**src/rtl/jpeg_pkg.sv**
```systemverilog
// Shared JPEG quantization constants: Annex K tables in zigzag order, the
// reciprocal helper and the run-length symbol record.
package jpeg_pkg;

  localparam int BLOCK_SIZE  = 64;
  localparam int RECIP_SHIFT = 16;
  localparam int SYM_VALUE_W = 16;

  localparam logic [7:0] Q_LUMA [BLOCK_SIZE] = '{
    8'd16,  8'd11,  8'd12,  8'd14,  8'd12,  8'd10,  8'd16,  8'd14,
    8'd13,  8'd14,  8'd18,  8'd17,  8'd16,  8'd19,  8'd24,  8'd40,
    8'd26,  8'd24,  8'd22,  8'd22,  8'd24,  8'd49,  8'd35,  8'd37,
    8'd29,  8'd40,  8'd58,  8'd51,  8'd61,  8'd60,  8'd57,  8'd51,
    8'd56,  8'd55,  8'd64,  8'd72,  8'd92,  8'd78,  8'd64,  8'd68,
    8'd87,  8'd69,  8'd55,  8'd56,  8'd80,  8'd109, 8'd81,  8'd87,
    8'd95,  8'd98,  8'd103, 8'd104, 8'd103, 8'd62,  8'd77,  8'd113,
    8'd121, 8'd112, 8'd100, 8'd120, 8'd92,  8'd101, 8'd103, 8'd99
  };

  localparam logic [7:0] Q_CHROMA [BLOCK_SIZE] = '{
    8'd17, 8'd18, 8'd18, 8'd24, 8'd21, 8'd24, 8'd47, 8'd26,
    8'd26, 8'd47, 8'd99, 8'd66, 8'd56, 8'd66, 8'd99, 8'd99,
    8'd99, 8'd99, 8'd99, 8'd99, 8'd99, 8'd99, 8'd99, 8'd99,
    8'd99, 8'd99, 8'd99, 8'd99, 8'd99, 8'd99, 8'd99, 8'd99,
    8'd99, 8'd99, 8'd99, 8'd99, 8'd99, 8'd99, 8'd99, 8'd99,
    8'd99, 8'd99, 8'd99, 8'd99, 8'd99, 8'd99, 8'd99, 8'd99,
    8'd99, 8'd99, 8'd99, 8'd99, 8'd99, 8'd99, 8'd99, 8'd99,
    8'd99, 8'd99, 8'd99, 8'd99, 8'd99, 8'd99, 8'd99, 8'd99
  };

  typedef struct packed {
    logic [5:0]                    run;
    logic signed [SYM_VALUE_W-1:0] value;
    logic                          dc;
    logic                          eob;
    logic                          last;
    logic                          valid;
  } rleSym_t;

  // round(65536 / q); only ever evaluated on constant table entries
  function automatic logic [16:0] recip17(input logic [7:0] q);
    logic [31:0] num;
    num = 32'd65536 + {25'd0, q[7:1]};
    return 17'(num / {24'd0, q});
  endfunction

endpackage

```
**src/rtl/quant_mul.sv**
```systemverilog
// Three-stage sign/magnitude reciprocal multiply with round-half-away-from-zero;
// the coefficient index and a valid bit travel alongside the data.
module quant_mul
  import jpeg_pkg::*;
#(
  parameter int DATA_WIDTH = 10,
  parameter int OUT_WIDTH  = DATA_WIDTH + 1
) (
  input  logic                  clk,
  input  logic                  rst_n,
  input  logic [DATA_WIDTH-1:0] data_i,
  input  logic                  valid_i,
  input  logic [5:0]            k_i,
  input  logic [16:0]           recip_i,
  output logic [OUT_WIDTH-1:0]  q_o,
  output logic [5:0]            k_o,
  output logic                  valid_o
);

  localparam int PROD_W     = DATA_WIDTH + 17;
  localparam int ROUND_HALF = 1 << (RECIP_SHIFT - 1);

  logic                  valid1_q, valid2_q, valid3_q;
  logic [5:0]            k1_q, k2_q, k3_q;
  logic                  sign1_q, sign2_q;
  logic [DATA_WIDTH-1:0] mag1_q, mag1_d;
  logic [16:0]           recip1_q;
  logic [PROD_W-1:0]     prod2_q, prod2_d;
  logic [PROD_W:0]       rounded;
  logic [OUT_WIDTH-1:0]  qMag;
  logic [OUT_WIDTH-1:0]  q3_q, q3_d;

  // The most negative input maps to a magnitude that still fits unsigned
  assign mag1_d  = data_i[DATA_WIDTH-1] ? -data_i : data_i;
  assign prod2_d = PROD_W'(mag1_q) * PROD_W'(recip1_q);
  assign rounded = {1'b0, prod2_q} + (PROD_W + 1)'(ROUND_HALF);
  assign qMag    = OUT_WIDTH'(rounded >> RECIP_SHIFT);
  assign q3_d    = sign2_q ? -qMag : qMag;

  always_ff @(posedge clk or negedge rst_n) begin
    if (!rst_n) begin
      valid1_q <= 1'b0;
      valid2_q <= 1'b0;
      valid3_q <= 1'b0;
      k1_q     <= '0;
      k2_q     <= '0;
      k3_q     <= '0;
      sign1_q  <= 1'b0;
      sign2_q  <= 1'b0;
      mag1_q   <= '0;
      recip1_q <= '0;
      prod2_q  <= '0;
      q3_q     <= '0;
    end else begin
      valid1_q <= valid_i;
      k1_q     <= k_i;
      sign1_q  <= data_i[DATA_WIDTH-1];
      mag1_q   <= mag1_d;
      recip1_q <= recip_i;
      valid2_q <= valid1_q;
      k2_q     <= k1_q;
      sign2_q  <= sign1_q;
      prod2_q  <= prod2_d;
      valid3_q <= valid2_q;
      k3_q     <= k2_q;
      q3_q     <= q3_d;
    end
  end

  assign q_o     = q3_q;
  assign k_o     = k3_q;
  assign valid_o = valid3_q;

endmodule

```
**src/rtl/quant_rle.sv**
```systemverilog
// Quantizer plus AC zero run-length coder for one zigzag-ordered 8x8 block lane.
// Define QUANT_RLE_DPCM_EN to emit the DC term as a difference from the previous block.
module quant_rle
  import jpeg_pkg::*;
#(
  parameter int DATA_WIDTH = 10,
  parameter int TABLE_SEL  = 0,
  parameter int OUT_WIDTH  = DATA_WIDTH + 1
) (
  input  logic                  clk,
  input  logic                  rst_n,
  input  logic [DATA_WIDTH-1:0] in_data,
  input  logic                  in_valid,
  output logic [5:0]            out_run,
  output logic [OUT_WIDTH-1:0]  out_value,
  output logic                  out_dc,
  output logic                  out_eob,
  output logic                  out_last,
  output logic                  out_valid
);

  localparam logic [5:0] LAST_K = 6'(BLOCK_SIZE - 1);

  logic [5:0]                  k_q, k_d;
  logic [5:0]                  run_q, run_d;
  logic [16:0]                 recipRom [BLOCK_SIZE];
  logic signed [OUT_WIDTH-1:0] mulQ;
  logic signed [OUT_WIDTH-1:0] dcValue;
  logic [5:0]                  mulK;
  logic                        mulValid;
  rleSym_t                     sym;

  for (genvar i = 0; i < BLOCK_SIZE; i++) begin : g_recip
    assign recipRom[i] = recip17((TABLE_SEL == 1) ? Q_CHROMA[i] : Q_LUMA[i]);
  end

  assign k_d = in_valid ? k_q + 6'd1 : k_q;

  quant_mul #(
    .DATA_WIDTH(DATA_WIDTH),
    .OUT_WIDTH (OUT_WIDTH)
  ) u_mul (
    .clk    (clk),
    .rst_n  (rst_n),
    .data_i (in_data),
    .valid_i(in_valid),
    .k_i    (k_q),
    .recip_i(recipRom[k_q]),
    .q_o    (mulQ),
    .k_o    (mulK),
    .valid_o(mulValid)
  );

`ifdef QUANT_RLE_DPCM_EN
  logic signed [OUT_WIDTH-1:0] pred_q, pred_d;

  assign dcValue = mulQ - pred_q;
  assign pred_d  = (mulValid && mulK == '0) ? mulQ : pred_q;

  always_ff @(posedge clk or negedge rst_n) begin
    if (!rst_n) pred_q <= '0;
    else        pred_q <= pred_d;
  end
`else
  assign dcValue = mulQ;
`endif

  // Symbol decision on the quantized stage; the run resets at every emitted symbol
  always_comb begin
    sym   = '0;
    run_d = run_q;
    if (mulValid) begin
      if (mulK == '0) begin
        sym.valid = 1'b1;
        sym.dc    = 1'b1;
        sym.value = SYM_VALUE_W'(dcValue);
        run_d     = '0;
      end else if (mulQ != '0) begin
        sym.valid = 1'b1;
        sym.run   = run_q;
        sym.value = SYM_VALUE_W'(mulQ);
        sym.last  = (mulK == LAST_K);
        run_d     = '0;
      end else if (mulK == LAST_K) begin
        sym.valid = 1'b1;
        sym.eob   = 1'b1;
        sym.last  = 1'b1;
        run_d     = '0;
      end else begin
        run_d = run_q + 6'd1;
      end
    end
  end

  always_ff @(posedge clk or negedge rst_n) begin
    if (!rst_n) begin
      k_q   <= '0;
      run_q <= '0;
    end else begin
      k_q   <= k_d;
      run_q <= run_d;
    end
  end

  assign out_run   = sym.run;
  assign out_value = OUT_WIDTH'(sym.value);
  assign out_dc    = sym.dc;
  assign out_eob   = sym.eob;
  assign out_last  = sym.last;
  assign out_valid = sym.valid;

endmodule

```
**config.mk**
```make
export PLATFORM = sky130hd
export DESIGN_NAME = quant_rle
export DESIGN_NICKNAME = d
export VERILOG_FILES = /design/src/rtl/jpeg_pkg.sv /design/src/rtl/quant_mul.sv /design/src/rtl/quant_rle.sv
export SDC_FILE = /design/constraint.sdc
export NUM_CORES = 1
export LEC_CHECK = 0
export BUFFER_PORTS_ARGS = -buffer_cell sky130_fd_sc_hd__clkbuf_2
export CAP_MARGIN = 20
export CORE_MARGIN = 2
export CORE_UTILIZATION = 58
export CTS_CLUSTER_DIAMETER = 100
export CTS_CLUSTER_SIZE = 24
export DETAILED_ROUTE_END_ITERATION = 16
export GPL_TIMING_DRIVEN = 0
export PLACE_DENSITY = 0.83
export SYNTH_ARGS = -nofsm -noshare
export SYNTH_HDL_FRONTEND = slang
export SYNTH_SLANG_ARGS = --single-unit
```
**constraint.sdc**
```tcl
create_clock -name clk -period 5.1 [get_ports clk]
set_input_delay 0.255 -clock clk [delete_from_list [all_inputs] [get_ports clk]]
set_output_delay 0.255 -clock clk [all_outputs]
set_load 0.05 [all_outputs]
```
== Yosys cells after proc, flatten, opt, wreduce, memory -nomap -nowiden ==
Memory sizes are Yosys's and may differ from the RTL's. A register that Yosys moved wholly into a read port is not among the register bits.
Index checks and enable logic that the tools add are counted.
Word-level totals
  bits in registers: 83
  memory bits (read-only): 1088
  output and inout port bits: 21
  memories kept: 1
Operators by class
  add/subtract/negate cells: 5
  $mul: 1
  equality and inequality tests: 1
  multiplexer cells: 15
  bitwise gates (word level): 1
  reduce and logical (&&, ||, !) cells: 3
Memory list
  (no name shown): depth 64, bits a word 17, read ports 1, clocked after memory_dff 1, wr ports 0, RTL line quant_rle.sv:48  | .recip_i(recipRom[k_q]),
Operators by type and width (count)
  $add 27x16->27 const B: 1
  $mul 10x17->27: 1
  $mux 26: 1
  $mux 6: 4
  $mux 22: 1
  $mux 16: 1
  $add 6x1->6 const B: 2
  $mux 11: 1
  $neg 11->11: 1
  $reduce_bool 11->1: 1
  $mux 10: 1
  $neg 10->10: 1
  $not 6->7: 1
  $eq 6x6->1 const B: 1
  $logic_not 6->1: 1
  $mux 2: 2
  $mux 1: 3
  $mux 3: 1
  $logic_not 1->1: 1

== Depth between registers and ports, before layout ==
  depth in word-level cells: 5
  mapped depth: 18
  gate-level depth less buffers: 17

== Modules after synthesis ==
A second synthesis with hierarchy kept.
Second synthesis, totals
  cells, all modules: 1025
  area, all modules: 9704.3 µm²
Modules (own cells, without submodules)
  quant_mul: instances 1, cells an instance 756, area each 7626.1 µm², seq. area each 1826.8 µm²
  quant_rle: instances 1, cells an instance 269, area each 2078.2 µm², seq. area each 300.3 µm²

== Worst setup path after synthesis ==
OpenSTA, ideal clock, no wires.
  kind: flip-flop to flip-flop
  start: register u_mul.mag1_q[3]
  end: register u_mul.prod2_q[19]
  arrival time: 4.750 ns
  required time: 4.967 ns
  slack: 0.217 ns
  stages on the path, launching flop included: 17
  clock period less this slack: 4.883 ns
  path through: dfrtp_1 -> clkbuf_1 -> nand2_1 -> fa_1 -> inv_1 -> fa_1 -> fa_1 -> fa_1 -> inv_1 -> fa_1 -> inv_1 -> ha_1 -> a211oi_1 -> o21ai_1 -> a311o_1 -> o311ai_1 -> a311oi_1
On the way
  cells in the longest elaborated chain, start to end: 1
Ends and longest elaborated chain
  start, declared: RTL line quant_mul.sv:26  | logic [DATA_WIDTH-1:0] mag1_q, mag1_d;
  start signal, assigned: RTL line quant_mul.sv:58  | mag1_q <= mag1_d;
  $mul 10x17->27: RTL line quant_mul.sv:35  | assign prod2_d = PROD_W'(mag1_q) * PROD_W'(recip1_q);
  via u_mul.prod2_d[19]: RTL line quant_mul.sv:28  | logic [PROD_W-1:0] prod2_q, prod2_d;
  end signal, assigned: RTL line quant_mul.sv:63  | prod2_q <= prod2_d;
  end, declared: RTL line quant_mul.sv:28
The timed path passes the listed nets, and every way through them passes these cells.
A chain may end at the register's enable or synchronous reset.

== Final worst setup path ==
  start: register u_mul.mag1_q[5]
  end: register u_mul.prod2_q[20]
Same word-level chain as after synthesis.

==> results by group <==
Yosys
  • Total of flip-flops plus latches after synthesis: 79
  • Post-Syn Instances: 905
  • Total number of yosys warnings: 0
  • Top_reg_cell synth: sky130_fd_sc_hd__dfrtp_1
  • Syn Area/Cell: roughly 9 µm²
  • Summed instance area of the synthesized netlist: 0.00838 mm²
  • Syn nets: 1077
  • Portion of the post-synthesis area used by sequential elements: 23.6%
  • Cell variety after synth: 70
  • Number of synthesized flops with an enable pin: 0
  • Proportion of register bits with asynchronous set or reset after synthesis: 100%

Floorplan
  • Die Y: 124 µm
  • Initial core utilization: 59.9%
  • Total Die Area: 0.0154 mm²
  • I/O pin total: 34
  • Site row count: 43
  • Core Area: 0.0140 mm²
  • Die Width: roughly 120 µm

Clock tree
  • Clk slew on worst S/H paths: roughly 0.06 ns
  • Clock buffers created by TritonCTS: 9
  • Bufs on Longest Clock Path: 2
  • Worst skew pair latency: 0.34 ns
  • Clock tree from TritonCTS: built
  • CTS Root Cell: sky130_fd_sc_hd__clkbuf_16
  • Clock sink total: 79
  • H-Tree Level Count: 3

STA
  • Clock Skews: 0.00413 ns
  • Max-slew violation count: 0
  • # setup viols final: 1
  • Worst rel slew slack: 58.2%
  • RSZ-0062 raised after global routing: yes
  • Transition time at the pin with the least slew margin: 0.627 ns
  • Highest attainable clock frequency: 194 MHz
  • Post-route worst setup slack: -0.0628 ns
  • Crit share post-route: 101%
  • Final Hold Vio Count: 0
  • Min Tclk post-route: 5.16 ns

Hold path
  • Hold WC Path Type: input port to flip-flop
  • Hold Crit Endpoint: u_mul.sign1_q
  • Instance count along the most critical hold path: 1
  • Min-Delay Startpoint: in_data[9]

Setup path
  • CP Data Required Time: 5.32 ns
  • R2r endpoint: u_mul.prod2_q[20]
  • Arrival time at the worst endpoint: 5.38 ns
  • FF-to-FF Start: u_mul.mag1_q[5]
  • Kind of capture point of the worst setup path: flip-flop
  • Cell depth of the worst flop-to-flop path: 15
  • Type of the worst setup path: flip-flop to flip-flop
  • Largest driver fanout on the critical path: 4
  • Nature of the critical path startpoint: flip-flop
  • Slack of the worst reg-to-reg path: -0.06 ns

Routing
  • Drt wl/cell: 17.8 µm
  • Remaining DRCs: 0
  • Count of vias placed by the detailed router: 6817
  • Count of nets left with antenna violations after detail routing: 0
  • Via density: 5.91
  • Routed WL: 20.5 mm
  • Starting DRT DRC Count: 687
  • Number of optimization iterations in the first detailed-route pass: 8

Final layout
  • Layout overhead on the synthesized area: 15.6%
  • Number of nets in the final layout: 1141
  • Number of antenna repair diodes: 0
  • Commonest non-fill, non-tap cells in the layout: 99 x sky130_fd_sc_hd__nand2_1, 92 x sky130_fd_sc_hd__inv_1, 83 x sky130_fd_sc_hd__and2_1, 83 x sky130_fd_sc_hd__fa_1, 66 x sky130_fd_sc_hd__ha_1
  • Filler-free cell count of the finished design: around 1200
  • Proportion of layout cells with a drive suffix above 1: between 10% and 20%
  • Most common cell after layout, fill and taps aside: sky130_fd_sc_hd__nand2_1

Run status
  • Failing checks: setup timing
  • Outcome: complete, but fails checks

Place
  • Final estimated routing congestion in global placement: 0.974
  • Cells after DPL: 1119
  • Total half-perimeter wirelength after legalization and detailed placement: 14.7 mm
  • Count of port buffers added during placement: 33

Global routing
  • Global-route wire length before repair: 32.2 mm
  • Maximum number of pins on one net before global-route repair: 66
  • Number of global-route vias before repair: 6626
  • Antenna violations before repair: 0
  • Total global routing track utilization: 25.6%
  • Final global-route overflow total: 0

Run
  • Number of maximum-capacitance violations: 0
[state kept, by name, summed over array words and instances, names as in the netlist]
signal          flops
u_mul.sign1_q       1
u_mul.prod2_q      10
k_q                 6
u_mul.k_o           6
u_mul.q_o          11
u_mul.recip1_q     13
u_mul.sign2_q       1
run_q               6
u_mul.mag1_q       10
u_mul.valid2_q      1
u_mul.k2_q          6
u_mul.k1_q          6
u_mul.valid1_q      1
u_mul.valid_o       1
[repair_timing]
item | CTS | global route
cloned | 0 | 0
pin swaps | 6 | 42
endpoints found under the setup margin | 10 | 10
hold buffers | 1 | 0
endpoints found under the hold margin | 14 | 0
buffers inserted | 11 | 18
resized for setup | 37 | 56
[routing by layer]
metal	global-route usage, %	vias to the layer above	part of all wire, %
li1	-	3138	-
met2	43.9	301	50
met4	7.80	0	3.0
met1	33.0	3313	40
met5	0	-	0
met3	5.03	65	6.9
[cells in the mapped netlist (all sizes together) (3+ instances only)]
master	number	area share (%)
nand4	11	0.82
nor2b	9	0.67
nand2	102	4.6
o21ai	41	2.5
a311oi	5	0.52
a31oi	4	0.30
dfrtp	79	24
nor3	7	0.48
xor2	10	1.3
o31ai	4	0.36
and2	88	6.6
buf	17	1.1
ha	73	11
o221ai	4	0.42
clkbuf	32	1.4
a21o	4	0.36
and4	5	0.52
and3	10	0.87
mux4	4	1.1
nor4	3	0.22
inv	101	4.5
o41ai	4	0.51
nand2b	10	0.75
o211ai	5	0.45
nand3	22	1.4
mux2i	7	0.84
nor2	36	1.6
or3	4	0.30
o211a	3	0.36
a211oi	6	0.54
fa	86	21
a41oi	3	0.31
xnor2	25	2.6
a21oi	42	2.5
nand3b	3	0.27
[through the flow]
stage	util, %	setup TNS (ns)	cell area [µm²]	hold slack [ns]	setup slack [ns]
floorplan	-	0	8380	-0.0406	0.217
global placement	62.7	-2.27	8770	0.332	-0.318
detailed placement	62.9	-2.93	8800	0.160	-0.406
CTS	66.6	0	9310	0.0262	0.00151
global route	69.3	-0.720	9690	0.0299	-0.157
finish	69.3	-0.0628	9690	0.0301	-0.0628
[kinds of logic (layout without fill, tap and decap cells)]
logic type / count (synthesis) / in the layout / synth area share, %
and+or+nand+nor: 319 / 319 / 19.9
adders and majority gates: 160 / 160 / 31.6
AOI/OAI and AO/OA: 150 / 150 / 11.9
buffers and inverters: 150 / 219 / 7.09
DFF: 79 / 79 / 23.6
xor gates and xnor gates: 35 / 35 / 3.88
muxes: 12 / 12 / 2.05
[worst max-delay path by stage]
stage                    startpoint                end  slack (ns)  depth (start not counted)
floorplan           u_mul.mag1_q[3]  u_mul.prod2_q[19]        0.22                         16
global placement    u_mul.mag1_q[3]  u_mul.prod2_q[19]       -0.32                         16
detailed placement  u_mul.mag1_q[3]  u_mul.prod2_q[20]       -0.41                         18
CTS                 u_mul.mag1_q[6]  u_mul.prod2_q[19]       0.002                         18
global route        u_mul.mag1_q[5]  u_mul.prod2_q[20]       -0.16                         15
finish              u_mul.mag1_q[5]  u_mul.prod2_q[20]       -0.06                         15
[worst max-delay path, cell delays in order, from the launching register on]
cell and delay (ns):
sky130_fd_sc_hd__dfrtp_1 0.41, sky130_fd_sc_hd__buf_4 0.15, sky130_fd_sc_hd__and2_1 0.16, sky130_fd_sc_hd__fa_1 0.50
sky130_fd_sc_hd__fa_1 0.63, sky130_fd_sc_hd__fa_2 0.49, sky130_fd_sc_hd__fa_1 0.59, sky130_fd_sc_hd__inv_1 0.08
sky130_fd_sc_hd__fa_1 0.53, sky130_fd_sc_hd__inv_1 0.06, sky130_fd_sc_hd__ha_4 0.28, sky130_fd_sc_hd__nand3_2 0.10
sky130_fd_sc_hd__o41ai_4 0.38, sky130_fd_sc_hd__a41oi_4 0.08, sky130_fd_sc_hd__and3_4 0.22, sky130_fd_sc_hd__a2111oi_4 0.37
[layout make-up]
type                       instances  area, µm²
clock buffer                       9        225
inverter                         101        379
buffer                            38        236
clock inverter                     7        101
multi-input combinational        676       6080
timing repair buffer              64        443
sequential                        79       1990
fill                            1020       4300
tap                              180        225
Power is not shown: default switching activity piles up to over one toggle a cycle in this logic, so the estimate is an artifact.
